`src/rtl/debug_access_unit_if.sv`:
```
// Debug access bundle: host request/response channel plus the core
// coprocessor I/O port driven by debug_access_unit.
//   slave  : debug_access_unit side (accepts requests, drives coprocessor I/O)
//   master : host decoder / datapath side
// Signals:
//   req_valid/req_ready/req_cmd/req_addr/req_wdata  request channel
//   rsp_valid/rsp_ready/rsp_rdata/rsp_err           response channel
//   halted                                          core held by debug unit
//   coprocessorIOAddr/Control/DataOut/DataIn        core coprocessor port
`timescale 1ns/1ps
interface debug_access_unit_if #(
    parameter int unsigned N = 64
);
    logic          req_valid;
    logic          req_ready;
    logic [2:0]    req_cmd;
    logic [11:0]   req_addr;
    logic [N-1:0]  req_wdata;
    logic          rsp_valid;
    logic          rsp_ready;
    logic [N-1:0]  rsp_rdata;
    logic          rsp_err;
    logic          halted;
    logic [14:0]   coprocessorIOAddr;
    logic [4:0]    coprocessorIOControl;
    logic [N-1:0]  coprocessorIODataOut;
    logic [N-1:0]  coprocessorIODataIn;

    modport slave (
        input  req_valid, req_cmd, req_addr, req_wdata, rsp_ready,
               coprocessorIODataIn,
        output req_ready, rsp_valid, rsp_rdata, rsp_err, halted,
               coprocessorIOAddr, coprocessorIOControl, coprocessorIODataOut
    );

    modport master (
        output req_valid, req_cmd, req_addr, req_wdata, rsp_ready,
               coprocessorIODataIn,
        input  req_ready, rsp_valid, rsp_rdata, rsp_err, halted,
               coprocessorIOAddr, coprocessorIOControl, coprocessorIODataOut
    );
endinterface

```
`src/rtl/debug_access_unit.sv`:
```
// Debug access sequencer in front of the core coprocessor I/O port.
// Turns host debug requests (halt/resume, GPR read/write, CSR read) into
// coprocessor control sequences and returns one response per request.
// Ports:
//   clk    system clock
//   reset  asynchronous active-high reset
//   bus    debug_access_unit_if.slave (request/response + coprocessor port)
// All outputs are registered. halted mirrors control[1] by construction.
`timescale 1ns/1ps
module debug_access_unit #(
    parameter int unsigned N = 64
) (
    input  logic                  clk,
    input  logic                  reset,
    debug_access_unit_if.slave    bus
);

    localparam int unsigned CMD_W  = 3;
    localparam int unsigned ADDR_W = 12;
    localparam int unsigned IOA_W  = 15;
    localparam int unsigned CTRL_W = 5;

    localparam logic [CMD_W-1:0] CMD_NOP       = 3'd0;
    localparam logic [CMD_W-1:0] CMD_HALT      = 3'd1;
    localparam logic [CMD_W-1:0] CMD_RESUME    = 3'd2;
    localparam logic [CMD_W-1:0] CMD_READ_GPR  = 3'd3;
    localparam logic [CMD_W-1:0] CMD_WRITE_GPR = 3'd4;
    localparam logic [CMD_W-1:0] CMD_READ_CSR  = 3'd5;

    // Control encodings: [0] GPR wr, [1] halt hold, [2] read, [3] CSR sel
    localparam logic [CTRL_W-1:0] CTRL_IDLE     = 5'b00000;
    localparam logic [CTRL_W-1:0] CTRL_HALT     = 5'b00010;
    localparam logic [CTRL_W-1:0] CTRL_RD_GPR   = 5'b00110;
    localparam logic [CTRL_W-1:0] CTRL_RD_CSR   = 5'b01110;
    localparam logic [CTRL_W-1:0] CTRL_WR_GPR   = 5'b00011;

    typedef enum logic [2:0] {
        S_RUN     = 3'd0,
        S_HALTED  = 3'd1,
        S_ACCESS  = 3'd2,
        S_CAPTURE = 3'd3,
        S_RESP    = 3'd4
    } state_t;

    state_t              r_state;
    logic [CMD_W-1:0]    r_cmd;
    logic                r_req_ready;
    logic                r_rsp_valid;
    logic [N-1:0]        r_rsp_rdata;
    logic                r_rsp_err;
    logic [IOA_W-1:0]    r_io_addr;
    logic [CTRL_W-1:0]   r_io_ctrl;
    logic [N-1:0]        r_io_wdata;

    logic                w_accept;
    logic                w_gpr_addr_bad;

    // Request handshake; r_req_ready is only ever set in RUN/HALTED.
    assign w_accept       = bus.req_valid && r_req_ready;
    // GPR index lives in addr[4:0]; any upper bit set is out of range.
    assign w_gpr_addr_bad = (bus.req_addr[ADDR_W-1:5] != 7'd0);

    // Sequencer: state plus every output register.
    always_ff @(posedge clk or posedge reset) begin
        if (reset) begin
            r_state     <= S_RUN;
            r_cmd       <= CMD_NOP;
            r_req_ready <= 1'b0;
            r_rsp_valid <= 1'b0;
            r_rsp_rdata <= '0;
            r_rsp_err   <= 1'b0;
            r_io_addr   <= '0;
            r_io_ctrl   <= CTRL_IDLE;
            r_io_wdata  <= '0;
        end else begin
            case (r_state)
                S_RUN, S_HALTED: begin
                    r_req_ready <= 1'b1;
                    if (w_accept) begin
                        // Latch the request; default outcome is an
                        // immediate clean response.
                        r_req_ready <= 1'b0;
                        r_cmd       <= bus.req_cmd;
                        r_io_addr   <= {3'b000, bus.req_addr};
                        r_io_wdata  <= bus.req_wdata;
                        r_rsp_rdata <= '0;
                        r_rsp_err   <= 1'b0;
                        r_rsp_valid <= 1'b1;
                        r_state     <= S_RESP;
                        if (r_state == S_RUN) begin
                            // Core running: only halt/resume/nop are legal.
                            case (bus.req_cmd)
                                CMD_HALT:              r_io_ctrl <= CTRL_HALT;
                                CMD_NOP, CMD_RESUME:   r_io_ctrl <= CTRL_IDLE;
                                default:               r_rsp_err <= 1'b1;
                            endcase
                        end else begin
                            case (bus.req_cmd)
                                CMD_NOP, CMD_HALT: r_io_ctrl <= CTRL_HALT;
                                // Unhalt together with the response.
                                CMD_RESUME:        r_io_ctrl <= CTRL_IDLE;
                                CMD_READ_GPR: begin
                                    if (w_gpr_addr_bad) begin
                                        r_rsp_err <= 1'b1;
                                    end else begin
                                        r_rsp_valid <= 1'b0;
                                        r_io_ctrl   <= CTRL_RD_GPR;
                                        r_state     <= S_ACCESS;
                                    end
                                end
                                CMD_WRITE_GPR: begin
                                    if (w_gpr_addr_bad) begin
                                        r_rsp_err <= 1'b1;
                                    end else begin
                                        r_rsp_valid <= 1'b0;
                                        r_io_ctrl   <= CTRL_WR_GPR;
                                        r_state     <= S_ACCESS;
                                    end
                                end
                                CMD_READ_CSR: begin
                                    r_rsp_valid <= 1'b0;
                                    r_io_ctrl   <= CTRL_RD_CSR;
                                    r_state     <= S_ACCESS;
                                end
                                default:           r_rsp_err <= 1'b1;
                            endcase
                        end
                    end
                end

                S_ACCESS: begin
                    if (r_cmd == CMD_WRITE_GPR) begin
                        // Register file commits on this edge; drop write enable.
                        r_io_ctrl   <= CTRL_HALT;
                        r_rsp_valid <= 1'b1;
                        r_state     <= S_RESP;
                    end else begin
                        r_state     <= S_CAPTURE;
                    end
                end

                S_CAPTURE: begin
                    // Read data has had a full cycle to settle in the datapath.
                    r_rsp_rdata <= bus.coprocessorIODataIn;
                    r_io_ctrl   <= CTRL_HALT;
                    r_rsp_valid <= 1'b1;
                    r_state     <= S_RESP;
                end

                S_RESP: begin
                    if (bus.rsp_ready) begin
                        r_rsp_valid <= 1'b0;
                        r_req_ready <= 1'b1;
                        r_state     <= r_io_ctrl[1] ? S_HALTED : S_RUN;
                    end
                end

                default: begin
                    r_state     <= S_RUN;
                    r_io_ctrl   <= CTRL_IDLE;
                    r_rsp_valid <= 1'b0;
                    r_req_ready <= 1'b0;
                end
            endcase
        end
    end

    // Output drive.
    assign bus.req_ready            = r_req_ready;
    assign bus.rsp_valid            = r_rsp_valid;
    assign bus.rsp_rdata            = r_rsp_rdata;
    assign bus.rsp_err              = r_rsp_err;
    assign bus.halted               = r_io_ctrl[1];
    assign bus.coprocessorIOAddr    = r_io_addr;
    assign bus.coprocessorIOControl = r_io_ctrl;
    assign bus.coprocessorIODataOut = r_io_wdata;

endmodule

```
`src/flat_wrapper.sv`:
```
// flat-port wrapper written by rule: the top's interface ports become plain ports
module debug_access_unit_flat 
#(
    parameter int unsigned N = 64
)
  (clk, reset, bus_req_valid, bus_req_cmd, bus_req_addr, bus_req_wdata, bus_rsp_ready, bus_coprocessorIODataIn, bus_req_ready, bus_rsp_valid, bus_rsp_rdata, bus_rsp_err, bus_halted, bus_coprocessorIOAddr, bus_coprocessorIOControl, bus_coprocessorIODataOut);
  debug_access_unit_if #(.N(N)) bus_i ();
  input  logic clk;
  input  logic reset;
  input wire logic [$bits(bus_i.req_valid)-1:0] bus_req_valid;
  input wire logic [$bits(bus_i.req_cmd)-1:0] bus_req_cmd;
  input wire logic [$bits(bus_i.req_addr)-1:0] bus_req_addr;
  input wire logic [$bits(bus_i.req_wdata)-1:0] bus_req_wdata;
  input wire logic [$bits(bus_i.rsp_ready)-1:0] bus_rsp_ready;
  input wire logic [$bits(bus_i.coprocessorIODataIn)-1:0] bus_coprocessorIODataIn;
  output wire logic [$bits(bus_i.req_ready)-1:0] bus_req_ready;
  output wire logic [$bits(bus_i.rsp_valid)-1:0] bus_rsp_valid;
  output wire logic [$bits(bus_i.rsp_rdata)-1:0] bus_rsp_rdata;
  output wire logic [$bits(bus_i.rsp_err)-1:0] bus_rsp_err;
  output wire logic [$bits(bus_i.halted)-1:0] bus_halted;
  output wire logic [$bits(bus_i.coprocessorIOAddr)-1:0] bus_coprocessorIOAddr;
  output wire logic [$bits(bus_i.coprocessorIOControl)-1:0] bus_coprocessorIOControl;
  output wire logic [$bits(bus_i.coprocessorIODataOut)-1:0] bus_coprocessorIODataOut;
  assign bus_i.req_valid = bus_req_valid;
  assign bus_i.req_cmd = bus_req_cmd;
  assign bus_i.req_addr = bus_req_addr;
  assign bus_i.req_wdata = bus_req_wdata;
  assign bus_i.rsp_ready = bus_rsp_ready;
  assign bus_i.coprocessorIODataIn = bus_coprocessorIODataIn;
  assign bus_req_ready = bus_i.req_ready;
  assign bus_rsp_valid = bus_i.rsp_valid;
  assign bus_rsp_rdata = bus_i.rsp_rdata;
  assign bus_rsp_err = bus_i.rsp_err;
  assign bus_halted = bus_i.halted;
  assign bus_coprocessorIOAddr = bus_i.coprocessorIOAddr;
  assign bus_coprocessorIOControl = bus_i.coprocessorIOControl;
  assign bus_coprocessorIODataOut = bus_i.coprocessorIODataOut;
  debug_access_unit #(.N(N)) u_core (.clk(clk), .reset(reset), .bus(bus_i));
endmodule
```
`config.mk`:
```
export PLATFORM = sky130hd
export DESIGN_NAME = debug_access_unit_flat
export DESIGN_NICKNAME = d
export VERILOG_FILES = /design/src/rtl/debug_access_unit_if.sv /design/src/rtl/debug_access_unit.sv /design/src/flat_wrapper.sv
export SDC_FILE = /design/constraint.sdc
export NUM_CORES = 1
export LEC_CHECK = 0
export CORE_UTILIZATION = 40
export DETAILED_ROUTE_END_ITERATION = 16
export GPL_ROUTABILITY_DRIVEN = 0
export PLACE_DENSITY = 0.86
export SYNTH_ARGS = -nofsm -noshare
export SYNTH_HDL_FRONTEND = slang
export SYNTH_SLANG_ARGS = --single-unit
```
`constraint.sdc`:
```
create_clock -name clk -period 6.5 [get_ports clk]
set_input_delay 0.65 -clock clk [delete_from_list [all_inputs] [get_ports clk]]
set_output_delay 0.65 -clock clk [all_outputs]
set_load 0.03 [all_outputs]
```
Word-level counts from Yosys, hierarchy flattened
Index checks and enable logic that the tools add are counted.

word-level totals
  bits of input ports = 147
  bits in registers = 154
  output and inout bits = 152
  bits in latches = 0
  memories = 0
  ROM bits = 0
  word-level logic and storage cells = 77
  RAM bits = 0

operators by class
  $mul = 0
  div/mod/pow operators = 0
  reductions and logical operators = 18
  bitwise logic cells = 2
  mux-type cells = 31
  order comparisons = 0
  eq/ne operators = 17
  $add $sub $neg = 0
  shift-type cells = 0

operators with widths
  kind                count
  $pmux 64 s2         1
  $mux 64             1
  $mux 5              5
  $pmux 5 s5          1
  $pmux 5 s4          1
  $mux 3              5
  $eq 3x2->1 const B  4
  $eq 3x3->1 const B  4
  $ne 4x4->1 const B  3
  $pmux 3 s4          1
  $mux 1              10
  $pmux 5 s2          1
  $reduce_or 2->1     5
  $reduce_and 2->1    4
  $ne 7x6->1 const B  1
  $reduce_and 7->1    1
  $reduce_bool 7->1   1
  $eq 3x1->1 const B  2
  $logic_not 3->1     2
  $pmux 3 s2          1
  $ne 2x1->1 const B  2
  $pmux 1 s2          2
  $pmux 1 s4          1
  $reduce_or 4->1     1
  other kinds (7)     8

Depth between registers and ports, before layout
Gate-level depths: netlist of the first run.

  depth after elaboration = 6
  gate-level depth with buffers = 7
  mapped depth without buffers = 5

Worst setup path before layout of the first run
OpenSTA, ideal clock, no wires.

  kind = input port to flip-flop
  start = input port bus_req_addr[5]
  end = register u_core.r_io_ctrl[0], in the netlist u_core.bus.coprocessorIOControl[0]
  data required time = 6.375 ns
  cell stages on the path = 5
  data arrival time = 1.881 ns
  path slack = 4.495 ns
  setup time = 0.125 ns
  buffers on the path = 0
  cell sequence = nor4_4 nand2_2 and3_4 nor4b_4 mux2_2

on the way
  longest elaborated chain between the ends = 3
  elaborated cells between the ends (all ways) = 4
  classes of those cells = eq/ne: 2; reduce/logical: 2

ends and longest elaborated chain
  what                                 line                     source
  from (decl)                          flat_wrapper.sv:12       input wire logic [$bits(bus_i.req_addr)-1:0] bus_req_addr;
  $reduce_bool 7->1 *                  debug_access_unit.sv:61  assign w_gpr_addr_bad = (bus.req_addr[ADDR_W-1:5] != 7'd0);
  $ne 4x4->1 (no source line)          --
  $reduce_and 7->1 (no source line) *  --
  to (signal assigned)                 debug_access_unit.sv:73  r_io_ctrl <= CTRL_IDLE;
  to (signal assigned)                 debug_access_unit.sv:93  CMD_HALT: r_io_ctrl <= CTRL_HALT;
  to (signal assigned)                 debug_access_unit.sv:94  CMD_NOP, CMD_RESUME: r_io_ctrl <= CTRL_IDLE;
  to (decl)                            debug_access_unit.sv:52  logic [CTRL_W-1:0] r_io_ctrl;

Every way passes the cells marked *; elsewhere a longest branch is shown, timed or not.
A chain may end at the register's enable or synchronous reset.

Worst setup path in the final report of the first run
  start = input port bus_req_valid
  end = register u_core.r_rsp_rdata[57], in the netlist u_core.bus.rsp_rdata[57]

on the way
  longest elaborated chain between the ends = 3

ends and longest elaborated chain
  what                               line                      source
  from (decl)                        flat_wrapper.sv:10        input wire logic [$bits(bus_i.req_valid)-1:0] bus_req_valid;
  $logic_and 1x1->1                  debug_access_unit.sv:59   assign w_accept = bus.req_valid && r_req_ready;
  $ne 2x1->1 (no source line)        --
  $reduce_and 2->1 (no source line)  --
  to (signal assigned)               debug_access_unit.sv:144  r_rsp_rdata <= bus.coprocessorIODataIn;
  to (decl)                          debug_access_unit.sv:49   logic [N-1:0] r_rsp_rdata;

Every way passes these cells.

==> impl_metrics.py, run 1 <==
metrics = {
    "outcome": {
        "outcome": "complete, no violations",
    },
    "synth": {
        "ys_seq_area_share_pct": 65.01,
        "synth_area_per_cell_um2": 14.76,
        "syn_inst": 399,
        "ys_ff_latch": 153,
        "yosysWarnings": 0,
        "synth_cell_types": 33,
        "syn_area_mm2": 0.005889,
    },
    "sta": {
        "fin_tns_setup_ps": 0,
        "setup_viol": 0,
        "skew_ps": 11.87,
        "slew_viol_final": 0,
        "fmax_ghz": 0.3822,
        "whs_ps": 498.0,
        "worstMarginPinSlew_ps": 1047,
        "rsz0062_at_grt": "no",
        "fin_crit_ps": 2617,
        "timing.final.crit_share_pct": 40.26,
        "hold_viol_final": 0,
        "worst_slew_margin_rel_pct": 30.21,
    },
    "power": {
        "p_int_w": 0.002780,
        "swShare_pct": 35.95,
        "leakage_nw": 4.056,
        "power.total_w": 0.004341,
        "switching_power_w": 0.001561,
        "pwr-share-clk_pct": 23.6,
        "p_per_area_mw_per_mm2": 453.7,
        "comb_power_share_pct": 43.3,
        "ir_drop_mv": 0.2071,
        "p_seq_share_pct": 33.1,
    },
    "clock_network": {
        "cts_buffer_depth": 2,
        "cts.sinks": 153,
        "clockRootBuffer": "clkbuf_16",
        "post_cts_resized": 0,
        "clkSlewWorstSetupHoldPaths_ps": 60,
        "clock_insertion_delay_worst_skew_ps": 420,
        "hold_buffers": 0,
        "cts.htree.levels": 4,
        "post_cts_buffers": 0,
        "numCtsBuffers": 17,
        "cts_tree": "yes",
    },
    "detailed_routing": {
        "drt-wirelength-per-cell_um": 17.83,
        "drtPass1Iterations": 4,
        "dr.first_iter.drc_count": 228,
        "finalWirelength_mm": 15.65,
        "drc": 0,
        "vias_per_cell": 5.001,
        "drtAntennaViolNets": 0,
        "vias": 4391,
    },
    "worst_setup_path": {
        "crit_required_ps": 6800,
        "start_kind": "input pin",
        "worst_r2r_path_depth": 5,
        "crit_arrival_ps": 2920,
        "critical_path.endpoint_type": "register",
        "crit_fanout": 84,
        "critical_path_class": "input pin to register",
    },
    "grt": {
        "grt_pass1_wl_mm": 23.40,
        "grt_overflow_total": 0,
        "grt_pass1_vias": 4486,
        "antenna_found_initial": 0,
        "grt_max_degree": 94,
        "grt_use_total_pct": 21.01,
    },
    "placement": {
        "place_area_mm2": 0.008954,
        "hpwl_mm": 11.30,
        "port_buffers": 294,
        "dp.cells": 848,
    },
    "floorplanning": {
        "num_rows": 43,
        "dieHeight_um": 123.3,
        "dieArea_mm2": 0.01521,
        "die_x_um": 123.3,
        "core_mm2": 0.01410,
        "initial_utilization_pct": 41.78,
        "pin_count": 299,
    },
    "final_layout": {
        "finalInstanceArea_mm2": 0.009569,
        "antenna_cells": 0,
        "drive_gt1_share_pct": 17.62,
        "syn_to_final_growth_pct": 62.48,
        "num-nets-final": 834,
        "finalNonFillerCells": 878,
    },
    "worst_hold_path": {
        "hold_depth": 1,
        "hp-class": "register to register",
    },
    "flow_run": {
        "drv_cap": 0,
    },
}
==> cell families after synthesis <==
family	after synthesis	synth area share [%]
other cells	1	0.06367
simple gates	36	3.633
mux	83	15.85
compound gates	91	12.41
flops	153	65.01
buf+inv	35	3.038
==> cells in the final DEF, fill, tap and decap left out, drive strengths merged, types with 2 or more instances in the layout <==
| cell type | count |
|---|---|
| a21oi | 8 |
| clkdlybuf4s50 | 294 |
| conb | 4 |
| inv | 4 |
| or2b | 2 |
| a22o | 64 |
| dfrtp | 153 |
| nor3 | 4 |
| a311oi | 2 |
| o21ai | 7 |
| nor3b | 2 |
| mux2 | 82 |
| buf | 4 |
| a31oi | 2 |
| and3 | 2 |
| clkinv | 5 |
| nor2 | 12 |
| bufinv | 4 |
| nand2b | 2 |
| o311ai | 2 |
| clkbuf | 19 |
| nand2 | 8 |
==> through the flow <==
stage                     utilization [%]  setup WS, ps
after CTS                           67.89          3950
after detailed placement            63.52          3486
final                               67.89          3883
after global placement              63.52          3579
after floorplan                         -          1729
after global routing                67.89          3730
==> final cells by class <==
cell class	instances	area, um^2
Sequential cell	153	3829
Clock buffer	19	442.9
Clock inverter	11	172.7
Timing Repair Buffer	298	2973
Fill cell	920	4527
Tap cell	180	225.2
Multi-Input combinational cell	214	1911
Inverter	3	16.27
==> worst max-delay path, cell delays in order <==
cell and delay [ps]:
clkdlybuf4s50_1 510, nand2_1 100, nor3_2 110, buf_4 810, nor2_4 40, buf_4 330, a22o_1 270
==> sequential cells by signal, summed over array words and instances, names as in the netlist <==
name,flops
u_core.bus.coprocessorIOControl,4
u_core.bus.coprocessorIOAddr,12
u_core.bus.rsp_rdata,64
u_core.bus.req_ready,1
u_core.bus.rsp_err,1
u_core.r_state,3
u_core.bus.rsp_valid,1
u_core.r_cmd,3
u_core.bus.coprocessorIODataOut,64
==> power groups by stage <==
stage	Sequential, W	Clock [W]	Combinational (W)
4_1_cts	0.00144	0.00105	0.00189
3_3_place_gp	0.00143	0	0.00185
5_1_grt	0.00148	0.00110	0.00198
3_5_place_dp	0.00145	0	0.00189
2_1_floorplan	0.00198	0	0.000565
6_report	0.00144	0.00103	0.00188
==> path summary, 6_finish.rpt <==
| check | from | to | slack, ps |
|---|---|---|---|
| setup / recovery | bus_req_valid | u_core.bus.rsp_rdata[57] | 3880 |
| hold / removal | u_core.bus.rsp_rdata[23] | u_core.bus.rsp_rdata[23] | 500 |
| setup reg to reg | u_core.r_state[2] | u_core.bus.rsp_rdata[57] | 4030 |
| hold reg to reg | u_core.bus.rsp_rdata[23] | u_core.bus.rsp_rdata[23] | 500 |
| max in group asynchronous | reset | u_core.bus.coprocessorIODataOut[8] | 4460 |
| min in group asynchronous | reset | u_core.bus.rsp_rdata[24] | 760 |
==> routing by layer <==
| layer | GRT usage [%] | share of wire (%) | up-vias |
|---|---|---|---|
| met3 | 7.703 | 8.8 | 29 |
| li1 | - | - | 2040 |
| met4 | 9.187 | 2.6 | 0 |
| met2 | 35.02 | 50 | 237 |
| met5 | 0 | 0 | - |
| met1 | 24.20 | 39 | 2085 |
==> Yosys cell counts (all sizes together) <==
| master | number | area share [%] |
|---|---|---|
| a311oi | 2 | 0.30 |
| nor4 | 1 | 0.36 |
| nand2 | 8 | 0.55 |
| o311ai | 2 | 0.30 |
| and3 | 2 | 0.30 |
| buf | 28 | 2.6 |
| conb | 1 | 0.064 |
| nor2 | 12 | 0.76 |
| o22a | 1 | 0.15 |
| o211ai | 1 | 0.13 |
| nor4b | 1 | 0.40 |
| mux2 | 82 | 16 |
| nor3b | 2 | 0.25 |
| a21oi | 8 | 0.68 |
| mux2i | 1 | 0.17 |
| dfrtp | 153 | 65 |
| nor2b | 1 | 0.11 |
| inv | 3 | 0.19 |
| a21boi | 1 | 0.13 |
| nor3 | 4 | 0.34 |
| clkbuf | 4 | 0.25 |
| o31ai | 1 | 0.13 |
| a31oi | 2 | 0.21 |
| a211oi | 1 | 0.13 |
| a22o | 64 | 9.5 |
| o21ai | 7 | 0.59 |
| nand3 | 1 | 0.085 |
| nand2b | 2 | 0.21 |
| or2b | 2 | 0.25 |
| a221oi | 1 | 0.15 |
Power figures use the tool's default switching activity.
==> inputs of run 2 (changes only) <==
==> constraint.sdc (replaced) <==
create_clock -name clk -period 2.7 [get_ports clk]
set_input_delay 0.27 -clock clk [delete_from_list [all_inputs] [get_ports clk]]
set_output_delay 0.27 -clock clk [all_outputs]
set_load 0.03 [all_outputs]
==> run 2 against run 1 <==
Critical path depth decreased by 3. Clock power increased by 130%. Combinational power up 140%. Global-route usage fell by 0.63 points. Routed wire length increased by 0.96%. Sequential share of layout area shrank 0.16 points. Sequential cell count is the same. Critical endpoint is now u_core.bus.coprocessorIOControl[3].
==> impl_metrics.py, run 2 (same netlist as run 1, synthesis figures left out) <==
metrics = {
    "worst_setup_path": {
        "critical_path.endpoint_type": "register",
        "start_kind": "register",
        "crit_fanout": 18,
        "crit_arrival_ps": 2350,
        "critical_path_class": "register to register",
        "crit_required_ps": 2990,
    },
    "flow_run": {
        "drv_cap": 0,
    },
    "placement": {
        "port_buffers": 294,
        "hpwl_mm": 11.24,
    },
    "grt": {
        "use_met3_pct": 6.181,
        "grt_pass1_vias": 4582,
        "antenna_found_initial": 0,
        "met2_usage_pct": 34.85,
        "grt_pass1_wl_mm": 23.34,
        "grt_overflow_total": 0,
        "busiest_layer": "met2",
        "grt_max_degree": 85,
        "use_met1_pct": 23.98,
        "grt_use_total_pct": 20.38,
    },
    "outcome": {
        "outcome": "complete, no violations",
    },
    "floorplanning": {
        "pin_count": 299,
        "dieArea_mm2": 0.01521,
        "initial_utilization_pct": 41.78,
        "dieHeight_um": 123.3,
        "num_rows": 43,
        "die_x_um": 123.3,
        "core_mm2": 0.01410,
    },
    "final_layout": {
        "drive_gt1_share_pct": 18.35,
        "num-nets-final": 837,
        "layout_commonest_cell": "clkdlybuf4s50_1",
        "n_fill_cell": 954,
        "syn_to_final_growth_pct": 63.14,
        "multi_input_area_mm2": 0.001911,
        "antenna_cells": 0,
        "layout_common_cells": "294 x clkdlybuf4s50_1, 153 x dfrtp_1, 82 x mux2_2",
        "seqCellArea_mm2": 0.003829,
    },
    "power": {
        "comb_power_share_pct": 44.0,
        "p_int_w": 0.006565,
        "switching_power_w": 0.003844,
        "pwr-share-clk_pct": 22.7,
        "p_per_area_mw_per_mm2": 1083,
        "ir_drop_mv": 0.4350,
        "leakage_nw": 4.058,
        "p_seq_share_pct": 33.3,
        "swShare_pct": 36.93,
    },
    "sta": {
        "fin_tns_setup_ps": 0,
        "worstMarginPinSlew_ps": 661.7,
        "fin_crit_ps": 2057,
        "slew_viol_final": 0,
        "rsz0062_at_grt": "no",
        "setup_viol": 0,
        "skew_ps": 6.921,
        "whs_ps": 341.4,
        "worst_slew_margin_rel_pct": 55.89,
        "hold_viol_final": 0,
        "timing.final.crit_share_pct": 76.19,
        "fmax_ghz": 0.4861,
    },
    "detailed_routing": {
        "vias_per_cell": 5.113,
        "drc": 0,
        "vias": 4515,
        "drt-wirelength-per-cell_um": 17.90,
        "drtPass1Iterations": 4,
        "drtAntennaViolNets": 0,
        "dr.first_iter.drc_count": 178,
        "finalWirelength_mm": 15.80,
    },
    "worst_hold_path": {
        "hp-class": "input pin to asynchronous set/reset pin",
    },
    "clock_network": {
        "numCtsBuffers": 17,
        "cts_buffer_depth": 2,
        "post_cts_buffers": 0,
        "cts.htree.levels": 4,
        "hold_buffers": 0,
        "clock_insertion_delay_worst_skew_ps": 410,
        "post_cts_resized": 0,
        "clkSlewWorstSetupHoldPaths_ps": 60,
        "cts_tree": "yes",
        "cts.sinks": 153,
        "clockRootBuffer": "clkbuf_16",
    },
}
-- run 2: changes by cell type in the layout (fill, tap and decap cells not counted), sizes merged --
cell      previous run  this run
clkinvlp             1         6
bufinv               4         2
buf                  4         7
inv                  4         5
clkinv               5         3
-- run 2: power by group through the flow --
stage	clock [W]	combinational (W)	sequential [W]
finish	0.00236	0.00458	0.00346
CTS	0.00242	0.00463	0.00347
global route	0.00253	0.00482	0.00356
global placement	0	0.00451	0.00344
detailed placement	0	0.00461	0.00349
floorplan	0	0.00136	0.00476
-- run 2: per-layer routing --
metal  wire length [um]  part of all wire, %
met4                274                  1.7
met3               1430                  9.0
met5                  0                    0
met1               6124                   39
met2               7973                   50
-- run 2: final timing paths --
| path | cells after the start | startpoint | to | slack (ps) |
|---|---|---|---|---|
| min in group clk | 2 | bus_coprocessorIODataIn[38] | u_core.bus.rsp_rdata[38] | 460 |
| worst max-delay path | 4 | u_core.r_state[2] | u_core.bus.coprocessorIOControl[3] | 640 |
| worst min register to register | 1 | u_core.bus.rsp_rdata[59] | u_core.bus.rsp_rdata[59] | 500 |
| worst min-delay path | 3 | reset | u_core.r_state[0] | 340 |
| worst max register to register | 4 | u_core.r_state[2] | u_core.bus.coprocessorIOControl[3] | 640 |
| max in group asynchronous | 3 | reset | u_core.bus.coprocessorIODataOut[58] | 1990 |
-- run 2: stage by stage --
step | utilization (%) | cells | area (um^2) | total power [W] | worst slack (ps)
detailed placement | 63.94 | 851 | 9012 | 0.008099 | 357.4
CTS | 68.16 | 883 | 9608 | 0.01052 | 688.1
global route | 68.16 | 883 | 9608 | 0.01091 | 529.1
global placement | 63.94 | 851 | 9012 | 0.007945 | 427.7
floorplan | - | 402 | 5904 | 0.006115 | 499.1
finish | 68.16 | 883 | 9608 | 0.01041 | 642.9
-- run 2: worst max-delay path: stages (launching register included) --
cell and delay [ps]:
dfrtp_1 720, nor3b_1 220, and3_4 240, nor4b_4 370, mux2_2 380
-- run 2: layout make-up --
type / instances / share of cell area (%)
Inverter: 3 / 0.1563
Clock inverter: 13 / 1.485
Multi-Input combinational cell: 214 / 19.89
Sequential cell: 153 / 39.85
Tap cell: 180 / 2.344
Clock buffer: 19 / 4.714
Timing Repair Buffer: 301 / 31.57
==> inputs of run 3 (changes only) <==
--- a/config.mk
+++ b/config.mk
@@ -5,10 +5,10 @@
 export SDC_FILE = /design/constraint.sdc
 export NUM_CORES = 1
 export LEC_CHECK = 0
-export CORE_UTILIZATION = 40
+export CORE_UTILIZATION = 36
 export DETAILED_ROUTE_END_ITERATION = 16
 export GPL_ROUTABILITY_DRIVEN = 0
-export PLACE_DENSITY = 0.86
+export PLACE_DENSITY = 0.82
 export SYNTH_ARGS = -nofsm -noshare
 export SYNTH_HDL_FRONTEND = slang
 export SYNTH_SLANG_ARGS = --single-unit
==> constraint.sdc (replaced) <==
create_clock -name clk -period 1.7 [get_ports clk]
set_input_delay 0.17 -clock clk [delete_from_list [all_inputs] [get_ports clk]]
set_output_delay 0.17 -clock clk [all_outputs]
set_load 0.03 [all_outputs]
==> run 3 against run 2 <==
Global-route usage down 1.3 points. Final cell count up 7.4%. Hold slack worse by 120 ps. Combinational power increased by 68%. Via count increased by 1.1%. Register-to-register slack got worse by 610 ps. Sequential share of layout area is 1.4 points lower. Clock power is 54% higher. Highest routed layer unchanged.
==> impl_metrics.py, run 3 (same netlist as run 1, synthesis figures left out) <==
metrics = {
    "final_layout": {
        "syn_to_final_growth_pct": 69.19,
        "finalNonFillerCells": 948,
        "finalInstanceArea_mm2": 0.009965,
        "layout_commonest_cell": "clkdlybuf4s50_1",
        "num-nets-final": 867,
        "drive_gt1_share_pct": 22.54,
        "antenna_cells": 0,
        "layout_common_cells": "282 x clkdlybuf4s50_1, 152 x dfrtp_1, 79 x mux2_2",
        "n_fill_cell": 1165,
    },
    "sta": {
        "fin_tns_setup_ps": 0,
        "fin_crit_ps": 1662,
        "whs_ps": 221.7,
        "fmax_ghz": 0.6016,
        "hold_viol_final": 0,
        "skew_ps": 8.567,
        "slew_viol_final": 0,
        "timing.final.crit_share_pct": 97.78,
        "rsz0062_at_grt": "no",
        "setup_viol": 0,
    },
    "clock_network": {
        "clkSlewWorstSetupHoldPaths_ps": 60,
        "cts.htree.levels": 4,
        "clock_insertion_delay_worst_skew_ps": 410,
        "cts.sinks": 153,
        "clockRootBuffer": "clkbuf_16",
        "numCtsBuffers": 17,
        "cts_tree": "yes",
        "cts_buffer_depth": 2,
    },
    "floorplanning": {
        "initial_utilization_pct": 36.94,
        "dieArea_mm2": 0.01688,
        "core_mm2": 0.01594,
        "die_x_um": 129.9,
        "dieHeight_um": 129.9,
        "num_rows": 46,
        "pin_count": 299,
    },
    "power": {
        "switching_power_w": 0.006219,
        "p_seq_share_pct": 32.5,
        "leakage_nw": 4.325,
        "ir_drop_mv": 0.7547,
        "comb_power_share_pct": 45.9,
        "pwr-share-clk_pct": 21.6,
        "swShare_pct": 37.02,
        "p_per_area_mw_per_mm2": 1686,
        "p_int_w": 0.01058,
    },
    "worst_setup_path": {
        "start_kind": "register",
        "crit_required_ps": 2000,
        "critical_path.endpoint_type": "register",
        "critical_path_class": "register to register",
        "regToRegSetupSlack_ps": 40,
        "crit_fanout": 4,
        "crit_arrival_ps": 1960,
    },
    "placement": {
        "hpwl_mm": 11.95,
        "dp.cells": 912,
        "place_area_mm2": 0.009308,
        "port_buffers": 294,
    },
    "grt": {
        "use_met1_pct": 22.56,
        "use_met3_pct": 6.109,
        "antenna_found_initial": 0,
        "grt_max_degree": 86,
        "grt_overflow_total": 0,
        "grt_pass1_vias": 4642,
        "met2_usage_pct": 32.24,
        "grt_pass1_wl_mm": 24.32,
        "busiest_layer": "met2",
        "grt_use_total_pct": 19.04,
    },
    "detailed_routing": {
        "vias": 4564,
        "drc": 0,
        "finalWirelength_mm": 16.22,
        "drtPass1Iterations": 4,
        "drt-wirelength-per-cell_um": 17.11,
        "vias_per_cell": 4.814,
        "drtAntennaViolNets": 0,
        "dr.first_iter.drc_count": 126,
    },
    "flow_run": {
        "drv_cap": 0,
    },
    "outcome": {
        "outcome": "complete, no violations",
    },
    "worst_hold_path": {
        "hp-class": "input pin to register",
    },
}
-- run 3: cell count changes in the layout (fill, tap and decap cells not counted), sizes merged --
cell           previous run  this run
inv                       5         7
clkinv                    3         1
clkdlybuf4s50           294       282
dlygate4sd2               0         6
bufinv                    2         1
dlymetal6s2s              0         6
buf                       7        37
-- run 3: final timing paths --
check / start / to / depth (start not counted)
setup / recovery: u_core.r_cmd[1] / u_core.bus.coprocessorIOControl[2] / 5
hold / removal: bus_req_addr[8] / u_core.bus.coprocessorIOAddr[8] / 2
setup reg to reg: u_core.r_cmd[1] / u_core.bus.coprocessorIOControl[2] / 5
hold reg to reg: u_core.bus.rsp_rdata[0] / u_core.bus.rsp_rdata[0] / 1
max in group asynchronous: reset / u_core.bus.coprocessorIODataOut[31] / 3
min in group asynchronous: reset / u_core.bus.rsp_rdata[16] / 3
-- run 3: area by class of cell --
type                       instances  area [um^2]  area share [%]
timing repair buffer             331         3328           33.40
tap                              216        270.3           2.712
clock buffer                      19        452.9           4.545
multi-input combinational        214         1952           19.59
inverter                           3        15.01          0.1507
sequential                       153         3830           38.44
clock inverter                    12        116.4           1.168
-- run 3: what timing repair did --
action	in CTS	in global routing
pin swaps	4	1
setup endpoints to repair	23	26
buffers inserted	1	4
resized for setup	11	14
hold buffers	0	0
-- run 3: through the flow --
| stage | utilization, % | worst slack, ps | power, W |
|---|---|---|---|
| after floorplan | - | -400.9 | 0.009715 |
| after global placement | 58.38 | -440.9 | 0.01291 |
| after detailed placement | 58.38 | -546.7 | 0.01315 |
| after CTS | 62.09 | -1.317 | 0.01684 |
| after global routing | 62.50 | 2.924 | 0.01760 |
| final | 62.50 | 37.73 | 0.01680 |
-- run 3: worst max-delay path, cell delays in order, from the launching register on --
cell and delay [ps]:
dfrtp_1 400, o311ai_4 310, nor2_2 90, nor4b_4 240
buf_4 180, mux2_2 330
-- run 3: per-layer routing --
| layer | vias to the layer above | routed length [um] |
|---|---|---|
| met4 | 0 | 272 |
| met1 | 2197 | 6559 |
| met5 | - | 0 |
| met2 | 242 | 8002 |
| met3 | 22 | 1387 |
| li1 | 2103 | - |
-- run 3: power groups by stage --
stage	Sequential (W)	Combinational [W]	Clock, W
final	0.00546	0.00771	0.00363
after global routing	0.00560	0.00812	0.00387
after CTS	0.00548	0.00765	0.00370
after detailed placement	0.00551	0.00764	0
after global placement	0.00543	0.00748	0
after floorplan	0.00755	0.00216	0
